[src/rtl/pipeline_hazard_ctrl_if.sv]
// Hazard-controller bus: ID/EX/MEM hazard inputs plus the pipeline control
// and statistics outputs. The controller connects through the slave modport.
interface pipeline_hazard_ctrl_if #(
    parameter int REG_ADDR_W = 3
);
    logic [REG_ADDR_W-1:0] id_rs;
    logic [REG_ADDR_W-1:0] id_rt;
    logic                  id_uses_rs;
    logic                  id_uses_rt;
    logic                  ex_MemRead;
    logic                  ex_RegWrite;
    logic [REG_ADDR_W-1:0] ex_write_reg;
    logic                  ex_branch_taken;
    logic                  dmem_req;
    logic                  dmem_ready;
    logic                  pc_write;
    logic                  ifid_write;
    logic                  ifid_flush;
    logic                  idex_bubble;
    logic                  pipe_hold;
    logic [15:0]           stall_cycles;
    logic [15:0]           flush_count;
    logic                  mem_timeout;

    modport master (
        output id_rs, id_rt, id_uses_rs, id_uses_rt,
        output ex_MemRead, ex_RegWrite, ex_write_reg, ex_branch_taken,
        output dmem_req, dmem_ready,
        input  pc_write, ifid_write, ifid_flush, idex_bubble, pipe_hold,
        input  stall_cycles, flush_count, mem_timeout
    );

    modport slave (
        input  id_rs, id_rt, id_uses_rs, id_uses_rt,
        input  ex_MemRead, ex_RegWrite, ex_write_reg, ex_branch_taken,
        input  dmem_req, dmem_ready,
        output pc_write, ifid_write, ifid_flush, idex_bubble, pipe_hold,
        output stall_cycles, flush_count, mem_timeout
    );
endinterface

[src/rtl/pipeline_hazard_ctrl.sv]
// Stall/flush sequencer for the 16-bit MIPS pipeline. Resolves load-use
// hazards, taken-branch squashes and multi-cycle data-memory waits, and keeps
// saturating stall/flush statistics plus a sticky memory-timeout flag.
// Control outputs are combinational from state and current inputs.
module pipeline_hazard_ctrl #(
    parameter int REG_ADDR_W      = 3,
    parameter int LOAD_USE_CYCLES = 1,
    parameter int MEM_TIMEOUT     = 64
) (
    input  logic                   clk,
    input  logic                   rst_n,
    pipeline_hazard_ctrl_if.slave  bus
);

    typedef enum logic [1:0] {
        ST_RUN      = 2'd0,
        ST_LU_STALL = 2'd1,
        ST_MEM_WAIT = 2'd2
    } state_e;

    localparam logic [3:0]  LU_INIT_C  = 4'(LOAD_USE_CYCLES - 1);
    localparam logic [15:0] TIMEOUT_C  = 16'(MEM_TIMEOUT);

    // Saturating 16-bit increment shared by all counters.
    function automatic logic [15:0] sat_inc16(input logic [15:0] v);
        if (v == 16'hFFFF) begin
            return v;
        end else begin
            return v + 16'd1;
        end
    endfunction

    state_e      state_r, saved_r;
    logic [3:0]  lu_cnt_r;
    logic [15:0] wait_cnt_r, stall_cycles_r, flush_count_r;
    logic        mem_timeout_r;

    state_e      eff_state_s, state_nx_s, saved_nx_s;
    logic [3:0]  lu_cnt_nx_s;
    logic [15:0] wait_cnt_nx_s;
    logic        lu_hazard_s, mem_stall_s, release_s, flush_inc_s, mem_timeout_nx_s;
    logic        pc_write_s, ifid_write_s, ifid_flush_s, idex_bubble_s, pipe_hold_s;

    // Hazard detection, output decode and next-state selection.
    always_comb begin
        lu_hazard_s = bus.ex_MemRead & bus.ex_RegWrite &
                      (bus.ex_write_reg != {REG_ADDR_W{1'b0}}) &
                      ((bus.id_uses_rs & (bus.id_rs == bus.ex_write_reg)) |
                       (bus.id_uses_rt & (bus.id_rt == bus.ex_write_reg)));
        mem_stall_s = bus.dmem_req & ~bus.dmem_ready;
        // A completing memory access replays the state that was interrupted.
        release_s   = (state_r == ST_MEM_WAIT) & bus.dmem_ready;
        eff_state_s = release_s ? saved_r : state_r;

        pc_write_s    = 1'b1;
        ifid_write_s  = 1'b1;
        ifid_flush_s  = 1'b0;
        idex_bubble_s = 1'b0;
        pipe_hold_s   = 1'b0;
        state_nx_s    = eff_state_s;
        saved_nx_s    = saved_r;
        lu_cnt_nx_s   = lu_cnt_r;
        wait_cnt_nx_s = release_s ? 16'd0 : wait_cnt_r;
        flush_inc_s   = 1'b0;

        case (eff_state_s)
            ST_RUN: begin
                if (mem_stall_s) begin
                    pc_write_s    = 1'b0;
                    ifid_write_s  = 1'b0;
                    pipe_hold_s   = 1'b1;
                    saved_nx_s    = ST_RUN;
                    state_nx_s    = ST_MEM_WAIT;
                    wait_cnt_nx_s = 16'd1;
                end else if (bus.ex_branch_taken) begin
                    // The ID instruction is squashed, so a coincident hazard is moot.
                    ifid_flush_s  = 1'b1;
                    idex_bubble_s = 1'b1;
                    flush_inc_s   = 1'b1;
                end else if (lu_hazard_s) begin
                    pc_write_s    = 1'b0;
                    ifid_write_s  = 1'b0;
                    idex_bubble_s = 1'b1;
                    if (LOAD_USE_CYCLES > 1) begin
                        state_nx_s  = ST_LU_STALL;
                        lu_cnt_nx_s = LU_INIT_C;
                    end else begin
                        state_nx_s  = ST_RUN;
                    end
                end else begin
                    state_nx_s = ST_RUN;
                end
            end
            ST_LU_STALL: begin
                pc_write_s   = 1'b0;
                ifid_write_s = 1'b0;
                if (mem_stall_s) begin
                    // Countdown frozen; resumes when memory completes.
                    pipe_hold_s   = 1'b1;
                    saved_nx_s    = ST_LU_STALL;
                    state_nx_s    = ST_MEM_WAIT;
                    wait_cnt_nx_s = 16'd1;
                end else begin
                    idex_bubble_s = 1'b1;
                    lu_cnt_nx_s   = lu_cnt_r - 4'd1;
                    if (lu_cnt_r == 4'd1) begin
                        state_nx_s = ST_RUN;
                    end else begin
                        state_nx_s = ST_LU_STALL;
                    end
                end
            end
            ST_MEM_WAIT: begin
                pc_write_s    = 1'b0;
                ifid_write_s  = 1'b0;
                pipe_hold_s   = 1'b1;
                wait_cnt_nx_s = sat_inc16(wait_cnt_r);
            end
            default: begin
                state_nx_s = ST_RUN;
            end
        endcase

        mem_timeout_nx_s = mem_timeout_r | (wait_cnt_nx_s >= TIMEOUT_C);
    end

    // Drive pipeline controls, forcing the safe NOP pattern while in reset.
    always_comb begin
        if (!rst_n) begin
            bus.pc_write    = 1'b0;
            bus.ifid_write  = 1'b0;
            bus.ifid_flush  = 1'b1;
            bus.idex_bubble = 1'b1;
            bus.pipe_hold   = 1'b0;
        end else begin
            bus.pc_write    = pc_write_s;
            bus.ifid_write  = ifid_write_s;
            bus.ifid_flush  = ifid_flush_s;
            bus.idex_bubble = idex_bubble_s;
            bus.pipe_hold   = pipe_hold_s;
        end
    end

    // State, wait/countdown counters, statistics and sticky timeout flag.
    always_ff @(posedge clk or negedge rst_n) begin
        if (!rst_n) begin
            state_r        <= ST_RUN;
            saved_r        <= ST_RUN;
            lu_cnt_r       <= 4'd0;
            wait_cnt_r     <= 16'd0;
            stall_cycles_r <= 16'd0;
            flush_count_r  <= 16'd0;
            mem_timeout_r  <= 1'b0;
        end else begin
            state_r       <= state_nx_s;
            saved_r       <= saved_nx_s;
            lu_cnt_r      <= lu_cnt_nx_s;
            wait_cnt_r    <= wait_cnt_nx_s;
            mem_timeout_r <= mem_timeout_nx_s;
            if (!pc_write_s) begin
                stall_cycles_r <= sat_inc16(stall_cycles_r);
            end else begin
                stall_cycles_r <= stall_cycles_r;
            end
            if (flush_inc_s) begin
                flush_count_r <= sat_inc16(flush_count_r);
            end else begin
                flush_count_r <= flush_count_r;
            end
        end
    end

    assign bus.stall_cycles = stall_cycles_r;
    assign bus.flush_count  = flush_count_r;
    assign bus.mem_timeout  = mem_timeout_r;

endmodule

[src/flat_wrapper.sv]
// flat-port wrapper written by rule: the top's interface ports become plain ports
module pipeline_hazard_ctrl_flat 
#(
    parameter int REG_ADDR_W      = 3,
    parameter int LOAD_USE_CYCLES = 1,
    parameter int MEM_TIMEOUT     = 64
)
  (clk, rst_n, bus_id_rs, bus_id_rt, bus_id_uses_rs, bus_id_uses_rt, bus_ex_MemRead, bus_ex_RegWrite, bus_ex_write_reg, bus_ex_branch_taken, bus_dmem_req, bus_dmem_ready, bus_pc_write, bus_ifid_write, bus_ifid_flush, bus_idex_bubble, bus_pipe_hold, bus_stall_cycles, bus_flush_count, bus_mem_timeout);
  pipeline_hazard_ctrl_if #(.REG_ADDR_W(REG_ADDR_W)) bus_i ();
  input  logic clk;
  input  logic rst_n;
  input wire logic [$bits(bus_i.id_rs)-1:0] bus_id_rs;
  input wire logic [$bits(bus_i.id_rt)-1:0] bus_id_rt;
  input wire logic [$bits(bus_i.id_uses_rs)-1:0] bus_id_uses_rs;
  input wire logic [$bits(bus_i.id_uses_rt)-1:0] bus_id_uses_rt;
  input wire logic [$bits(bus_i.ex_MemRead)-1:0] bus_ex_MemRead;
  input wire logic [$bits(bus_i.ex_RegWrite)-1:0] bus_ex_RegWrite;
  input wire logic [$bits(bus_i.ex_write_reg)-1:0] bus_ex_write_reg;
  input wire logic [$bits(bus_i.ex_branch_taken)-1:0] bus_ex_branch_taken;
  input wire logic [$bits(bus_i.dmem_req)-1:0] bus_dmem_req;
  input wire logic [$bits(bus_i.dmem_ready)-1:0] bus_dmem_ready;
  output wire logic [$bits(bus_i.pc_write)-1:0] bus_pc_write;
  output wire logic [$bits(bus_i.ifid_write)-1:0] bus_ifid_write;
  output wire logic [$bits(bus_i.ifid_flush)-1:0] bus_ifid_flush;
  output wire logic [$bits(bus_i.idex_bubble)-1:0] bus_idex_bubble;
  output wire logic [$bits(bus_i.pipe_hold)-1:0] bus_pipe_hold;
  output wire logic [$bits(bus_i.stall_cycles)-1:0] bus_stall_cycles;
  output wire logic [$bits(bus_i.flush_count)-1:0] bus_flush_count;
  output wire logic [$bits(bus_i.mem_timeout)-1:0] bus_mem_timeout;
  assign bus_i.id_rs = bus_id_rs;
  assign bus_i.id_rt = bus_id_rt;
  assign bus_i.id_uses_rs = bus_id_uses_rs;
  assign bus_i.id_uses_rt = bus_id_uses_rt;
  assign bus_i.ex_MemRead = bus_ex_MemRead;
  assign bus_i.ex_RegWrite = bus_ex_RegWrite;
  assign bus_i.ex_write_reg = bus_ex_write_reg;
  assign bus_i.ex_branch_taken = bus_ex_branch_taken;
  assign bus_i.dmem_req = bus_dmem_req;
  assign bus_i.dmem_ready = bus_dmem_ready;
  assign bus_pc_write = bus_i.pc_write;
  assign bus_ifid_write = bus_i.ifid_write;
  assign bus_ifid_flush = bus_i.ifid_flush;
  assign bus_idex_bubble = bus_i.idex_bubble;
  assign bus_pipe_hold = bus_i.pipe_hold;
  assign bus_stall_cycles = bus_i.stall_cycles;
  assign bus_flush_count = bus_i.flush_count;
  assign bus_mem_timeout = bus_i.mem_timeout;
  pipeline_hazard_ctrl #(.REG_ADDR_W(REG_ADDR_W), .LOAD_USE_CYCLES(LOAD_USE_CYCLES), .MEM_TIMEOUT(MEM_TIMEOUT)) u_core (.clk(clk), .rst_n(rst_n), .bus(bus_i));
endmodule
[config.mk]
export PLATFORM = sky130hd
export DESIGN_NAME = pipeline_hazard_ctrl_flat
export DESIGN_NICKNAME = d
export VERILOG_FILES = /design/src/rtl/pipeline_hazard_ctrl_if.sv /design/src/rtl/pipeline_hazard_ctrl.sv /design/src/flat_wrapper.sv
export SDC_FILE = /design/constraint.sdc
export NUM_CORES = 1
export LEC_CHECK = 0
export CORE_MARGIN = 4
export CORE_UTILIZATION = 53
export CTS_BUF_LIST = sky130_fd_sc_hd__clkbuf_8 sky130_fd_sc_hd__clkbuf_16
export DETAILED_ROUTE_END_ITERATION = 6
export GPL_TIMING_DRIVEN = 0
export PLACE_DENSITY_LB_ADDON = 0.08
export SLEW_MARGIN = 30
export SYNTH_ARGS = -nofsm -noshare
export SYNTH_HDL_FRONTEND = slang
export SYNTH_SLANG_ARGS = --single-unit
[constraint.sdc]
create_clock -name clk -period 3.2 [get_ports clk]
set_clock_uncertainty 0.2 [all_clocks]
set_input_delay 0.64 -clock clk [delete_from_list [all_inputs] [get_ports clk]]
set_output_delay 0.64 -clock clk [all_outputs]
set_load 0.01 [all_outputs]
Word-level counts from Yosys, hierarchy flattened
Cells that the tools add are included.

storage, ports and cells
  register bits = 57
  bits of input ports = 18

cells by class
  add/sub/neg operators = 4
  $lt $le $gt $ge = 1
  equality and inequality tests = 11
  multiplexer cells = 31
  bitwise gates (word level) = 14
  reduce and logical (&&, ||, !) cells = 9

operators with widths
  operator                                                                count
  16-bit by 1-bit adder with 16-bit output, second input constant         3
  16-bit equality test, second input constant                             3
  16-bit 2-to-1 mux                                                       3
  16-bit case mux with 2 select lines                                     1
  16-bit by 7-bit >= comparator with 1-bit output, second input constant  1
  1-bit 2-to-1 mux                                                        16
  2-bit 2-to-1 mux                                                        6
  1-bit bitwise AND                                                       7
  3-bit equality test                                                     2
  1-bit case mux with 2 select lines                                      3
  2-bit case mux with 3 select lines                                      1
  2-bit AND reduction                                                     3
  1-bit inverter                                                          5
  2-bit equality test, second input constant                              2
  4-bit by 1-bit equality test with 1-bit output, second input constant   1
  2-bit by 1-bit != test with 1-bit output, second input constant         2
  2-bit case mux with 2 select lines                                      1
  2-bit OR reduction                                                      2
  4-bit by 1-bit subtractor with 4-bit output, second input constant      1
  3-bit AND reduction                                                     1
  3-bit nonzero test                                                      1
  2-bit by 1-bit equality test with 1-bit output, second input constant   1
  2-bit logical NOT                                                       1
  1-bit bitwise OR                                                        2
  2-bit nonzero test                                                      1

Depth between registers and ports, before layout
  word-level depth = 10
  mapped depth = 11
  depth with buffers taken out = 10

Worst setup path before layout
No wires, ideal clock.

  kind = input port to output port
  from = in bus_dmem_ready
  to = out bus_pc_write
  arrival = 2.049 ns
  data required time = 2.360 ns
  path slack = 0.311 ns
  cell stages on the path = 8
  buffers on the path = 2
  cells stage by stage = a31oi_1 -> ha_1 -> clkbuf_2 -> nand3_1 -> a211oi_2 -> nand2b_1 -> and3_1 -> buf_4

between the ends
  word-level cells in the longest chain between the ends = 6
  elaborated cells on any way between the ends = 11
  those cells by class = eq/ne (2); mux (4); bitwise (3); reduce/logical (2)

ends and longest elaborated chain
  element                                                                                       line                        text
  start, declared                                                                               flat_wrapper.sv:21          input wire logic [$bits(bus_i.dmem_ready)-1:0] bus_dmem_ready;
  1-bit bitwise AND                                                                             pipeline_hazard_ctrl.sv:52  release_s = (state_r == ST_MEM_WAIT) & bus.dmem_ready;
  2-bit 2-to-1 mux                                                                              pipeline_hazard_ctrl.sv:53  eff_state_s = release_s ? saved_r : state_r;
  2-bit by 1-bit equality test with 1-bit output / 2-bit equality test (equally long branches)  n/a
  2-bit OR reduction (no line)                                                                  n/a
  1-bit case mux with 2 select lines (*)                                                        n/a
  1-bit 2-to-1 mux (*)                                                                          n/a
  end, declared                                                                                 flat_wrapper.sv:22          output wire logic [$bits(bus_i.pc_write)-1:0] bus_pc_write;

Mark *: on every way between the ends. The rest lies on a longest branch, timed or not.

Worst setup path in the final report
  from = in bus_id_rs[1]
  to = out bus_ifid_write

between the ends
  word-level cells in the longest chain between the ends = 9

ends and longest elaborated chain
  element                             line                         text
  start, declared                     flat_wrapper.sv:12           input wire logic [$bits(bus_i.id_rs)-1:0] bus_id_rs;
  3-bit equality test                 pipeline_hazard_ctrl.sv:48   ((bus.id_uses_rs & (bus.id_rs == bus.ex_write_reg)) |
  1-bit bitwise AND                   pipeline_hazard_ctrl.sv:48
  1-bit bitwise OR                    pipeline_hazard_ctrl.sv:48
  1-bit bitwise AND                   pipeline_hazard_ctrl.sv:47   (bus.ex_write_reg != {REG_ADDR_W{1'b0}}) &
  1-bit 2-to-1 mux                    pipeline_hazard_ctrl.sv:80   end else if (lu_hazard_s) begin
  1-bit 2-to-1 mux                    pipeline_hazard_ctrl.sv:75   end else if (bus.ex_branch_taken) begin
  1-bit 2-to-1 mux                    pipeline_hazard_ctrl.sv:68   if (mem_stall_s) begin
  1-bit case mux with 2 select lines  pipeline_hazard_ctrl.sv:66   case (eff_state_s)
  1-bit 2-to-1 mux                    pipeline_hazard_ctrl.sv:129  if (!rst_n) begin
  end, declared                       flat_wrapper.sv:23           output wire logic [$bits(bus_i.ifid_write)-1:0] bus_ifid_write;

No other way between the ends.

==> impl_results.md <==
* CP max-delay cell: clkdlybuf4s50_1
* Synth Area in Compound Gates at 12.8%
* Clock sink total at 56
* Hold worst-path end: u_core.bus.flush_count[10]
* H-Tree Depth at 2
* Reg2reg start: u_core.state_r[1]
* Die Height at ~87 um
* Worst hold start: u_core.bus.flush_count[10]
* Synth Register Bits at between 50 and 60
* Mux share of post-synthesis cell area at 1.71%
* First-pass detailed-route iteration total at 4
* Core region area at 5960 sq um
* First-pass GRT wire length at roughly 13000 um
* Routed WL at ~7500 um
* # rows at 28
* Number of flops mapped to enable cells by yosys at 0
* Longest Clk Path Bufs at 2
* Largest delay contributor family on the critical path: buffers and inverters
* Synth Warn # at 0
* Clk pin slew, worst setup/hold paths at 0.10 ns
* Worst Tran Pin Value at 0.666 ns
* CTS tree: yes
* Fin nets at 430
* Slew Limit Fails at 0
* Mapped Area at about 3300 sq um
* Post-Syn Instances at approximately 340
* LEAKAGE at 1.89 nW
* Crit Path Category: in -> out
* Max incr delay on CP at 0.47 ns
* Crit path buffers/inverters at 2
* Post-Synth XOR/XNOR Area at a little over a tenth
* Worst EP arrival at 2.24 ns
* Grt ovf at 0
* Post-synth cell types at 61
* Critical Path Fanout Max at 3
* Simple-Gate Fraction of Synth Area at between 20% and 30%
* CP cell instances: clkdlybuf4s50_1 -> xnor2_1 -> nand4_1 -> a211oi_4 -> nand2b_1 -> and3_1 -> dlygate4sd2_1
* Hold Path Depth at 1
* Rel. slew slack at between 50 and 60%
* Clock Latency Late Sink at 0.31 ns
* Pwr dens at roughly 450 nW/um^2
* FF-to-FF path depth at 10
* Largest net degree at the start of global routing at slightly below 50
* Fillers at 494
* Drc violations at 0
* MaxCap Viol Count at 0
* Post-synthesis sequential area ratio at 42.7%
* Initial core utilization at 55.1%
* I/O pins at 56
* Clock root buffer master: clkbuf_8
* All-Layer GR Usage at 21.7%
* Layout overhead on the synthesized area at 26.6%
* Worst vdd ir at around 0.42 mV
* CP Launch Type: primary input
* Worst hold path type: reg -> reg
* Dpl ws at -0.986 ns
* Post-route setup slack at approximately 0.12 ns
* Die area at between 7000 and 8000 sq um
* Status: finished, final reports clean
* RSZ-0062 raised after global routing: true
* Ratio of cells with drive above 1 in the final layout at roughly an eighth
* Required time worst endpoint at 2.36 ns
* Main combinational cell family by area after synthesis: simple AND/OR/NAND/NOR gates
* Post-Syn Nets at 363
* Post-DR wirelength/cell at 15.7 um
* Port Buf Inserts at 55
* Reg2reg end: u_core.bus.mem_timeout
* Antenna Cells at 0
* Reg2reg setup slack at ~0.26 ns
* Initial DRC count at 297
* Final worst path period need at roughly 3 ns
* ANT nets after route at 0
* Top_reg_cell synth: dfrtp_1
* Final setup fails at 0
* Die Width at approximately 87 um
* Via count at about 2700
* Final period utilization at 96.3%
* Hold WS at between 0.2 and 0.3 ns
* Routed vias/inst at 5.65
* FMAX at between 0.3 and 0.4 GHz
* Vias in the first global route at about 2800
* Initial antenna violation count at 0
* Synth Area per Inst at between 9 and 10 sq um
* Gp weighted congestion at about 0.8
* Detailed Place HPWL at roughly 5400 um
* CTS buffer count at 5
* Synth Area in Adders at 3.43%
* Hold Violations, Final at 0
* Synth async-reset ratio at 100%
* CP endpoint kind: output port
registers in the layout, summed over array words and instances, names as in the netlist:
name                     cells
u_core.saved_r               1
u_core.state_r               2
u_core.lu_cnt_r              4
u_core.wait_cnt_r           16
u_core.bus.stall_cycles     16
u_core.bus.mem_timeout       1
u_core.bus.flush_count      16
layer usage:
metal	GRT usage, %	up-vias	part of all wire, %
li1	-	1333	-
met1	28.8	1304	45
met2	36.0	62	49
met3	5.13	6	4.7
met4	5.67	0	0.90
met5	0	-	0
worst max path at each step:
stage / startpoint / endpoint / slack (ns) / cells past startpoint
floorplan: bus_dmem_ready / bus_pc_write / 0.31 / 8
global placement: rst_n / bus_pc_write / -1.76 / 4
detailed placement: bus_dmem_ready / bus_pc_write / -0.99 / 11
CTS: bus_id_rt[0] / bus_ifid_write / 0.08 / 7
global route: bus_id_rt[0] / bus_ifid_write / -0.004 / 7
finish: bus_id_rs[1] / bus_ifid_write / 0.12 / 7
power by group:
group | leakage (nW) | switching (W) | total [W] | internal [W]
Sequential | 0.737 | 0.0000978 | 0.000882 | 0.000784
Clock | 0.0548 | 0.000246 | 0.000482 | 0.000236
Combinational | 1.10 | 0.000242 | 0.000507 | 0.000265
worst register-to-register path, cell delays in order (launching register included):
cell and delay, ns:
dfrtp_1 0.38, buf_4 0.17, a31oi_4 0.15, buf_4 0.15
ha_1 0.20, a21boi_0 0.57, clkbuf_1 0.45, and3_1 0.24
o22ai_1 0.13, o2111a_1 0.17, nand3_1 0.08
synthesized netlist by cell type (6+ instances only):
master   instances  share of area (%)
dfrtp_1         56                 43
nand2_1         29                3.3
nand3_1         25                3.8
nor2_1          25                2.9
xnor2_1         21                5.6
inv_1           20                2.3
xor2_1          18                4.8
nand4_1         12                2.3
a21oi_1         10                1.5
nor4_1          10                1.9
ha_1             9                3.4
o21ai_0          9                1.4
and3_1           8                1.5
nor3_1           7                1.1
a31oi_1          6                1.1
stage by stage:
step           utilization [%]  cells  setup TNS (ns)  total power [W]  area (sq um)
3_3_place_gp              65.9    466          -47.91          0.00138          3930
4_1_cts                   69.2    478               0          0.00188          4120
5_1_grt                   69.8    479        -0.00376          0.00198          4160
3_5_place_dp              66.4    467          -12.63          0.00139          3950
6_report                  69.8    479               0          0.00187          4160
2_1_floorplan                -    336               0          0.00114          3280
kinds of logic (layout without fill, tap and decap cells):
kind of cell | after synthesis | in the layout
flops | 56 | 56
simple gates | 143 | 143
compound gates | 54 | 54
fa+ha+maj | 9 | 9
buf+inv | 30 | 98
mux | 5 | 5
xor+xnor | 39 | 39
what timing repair did:
| item | in CTS | in global routing |
|---|---|---|
| buffers inserted | 2 | 0 |
| endpoints found under the setup margin | 9 | 4 |
| pin swaps | 3 | 1 |
| hold endpoints to repair | 11 | 0 |
| gates resized for setup | 22 | 4 |
| hold buffers | 1 | 0 |
| cloned | 0 | 1 |
placed cells by master (no fill, tap or decap), types with 9 or more instances in the layout:
cell	instances
a21oi_1	10
clkdlybuf4s50_1	47
dfrtp_1	55
ha_1	9
inv_1	20
nand2_1	29
nand3_1	24
nand4_1	12
nor2_1	25
nor4_1	10
xnor2_1	21
xor2_1	18
layout make-up:
type	count	area, sq um	area share, %
well taps	75	93.8	2.26
multi-input cells	250	1790	43.0
flip-flops and latches	56	1400	33.8
clock inverters	3	46.3	1.11
plain buffers	10	66.3	1.60
clock buffers	5	68.8	1.66
repair buffers	60	614	14.8
inverters	20	75.1	1.81
Power figures use the tool's default switching activity.
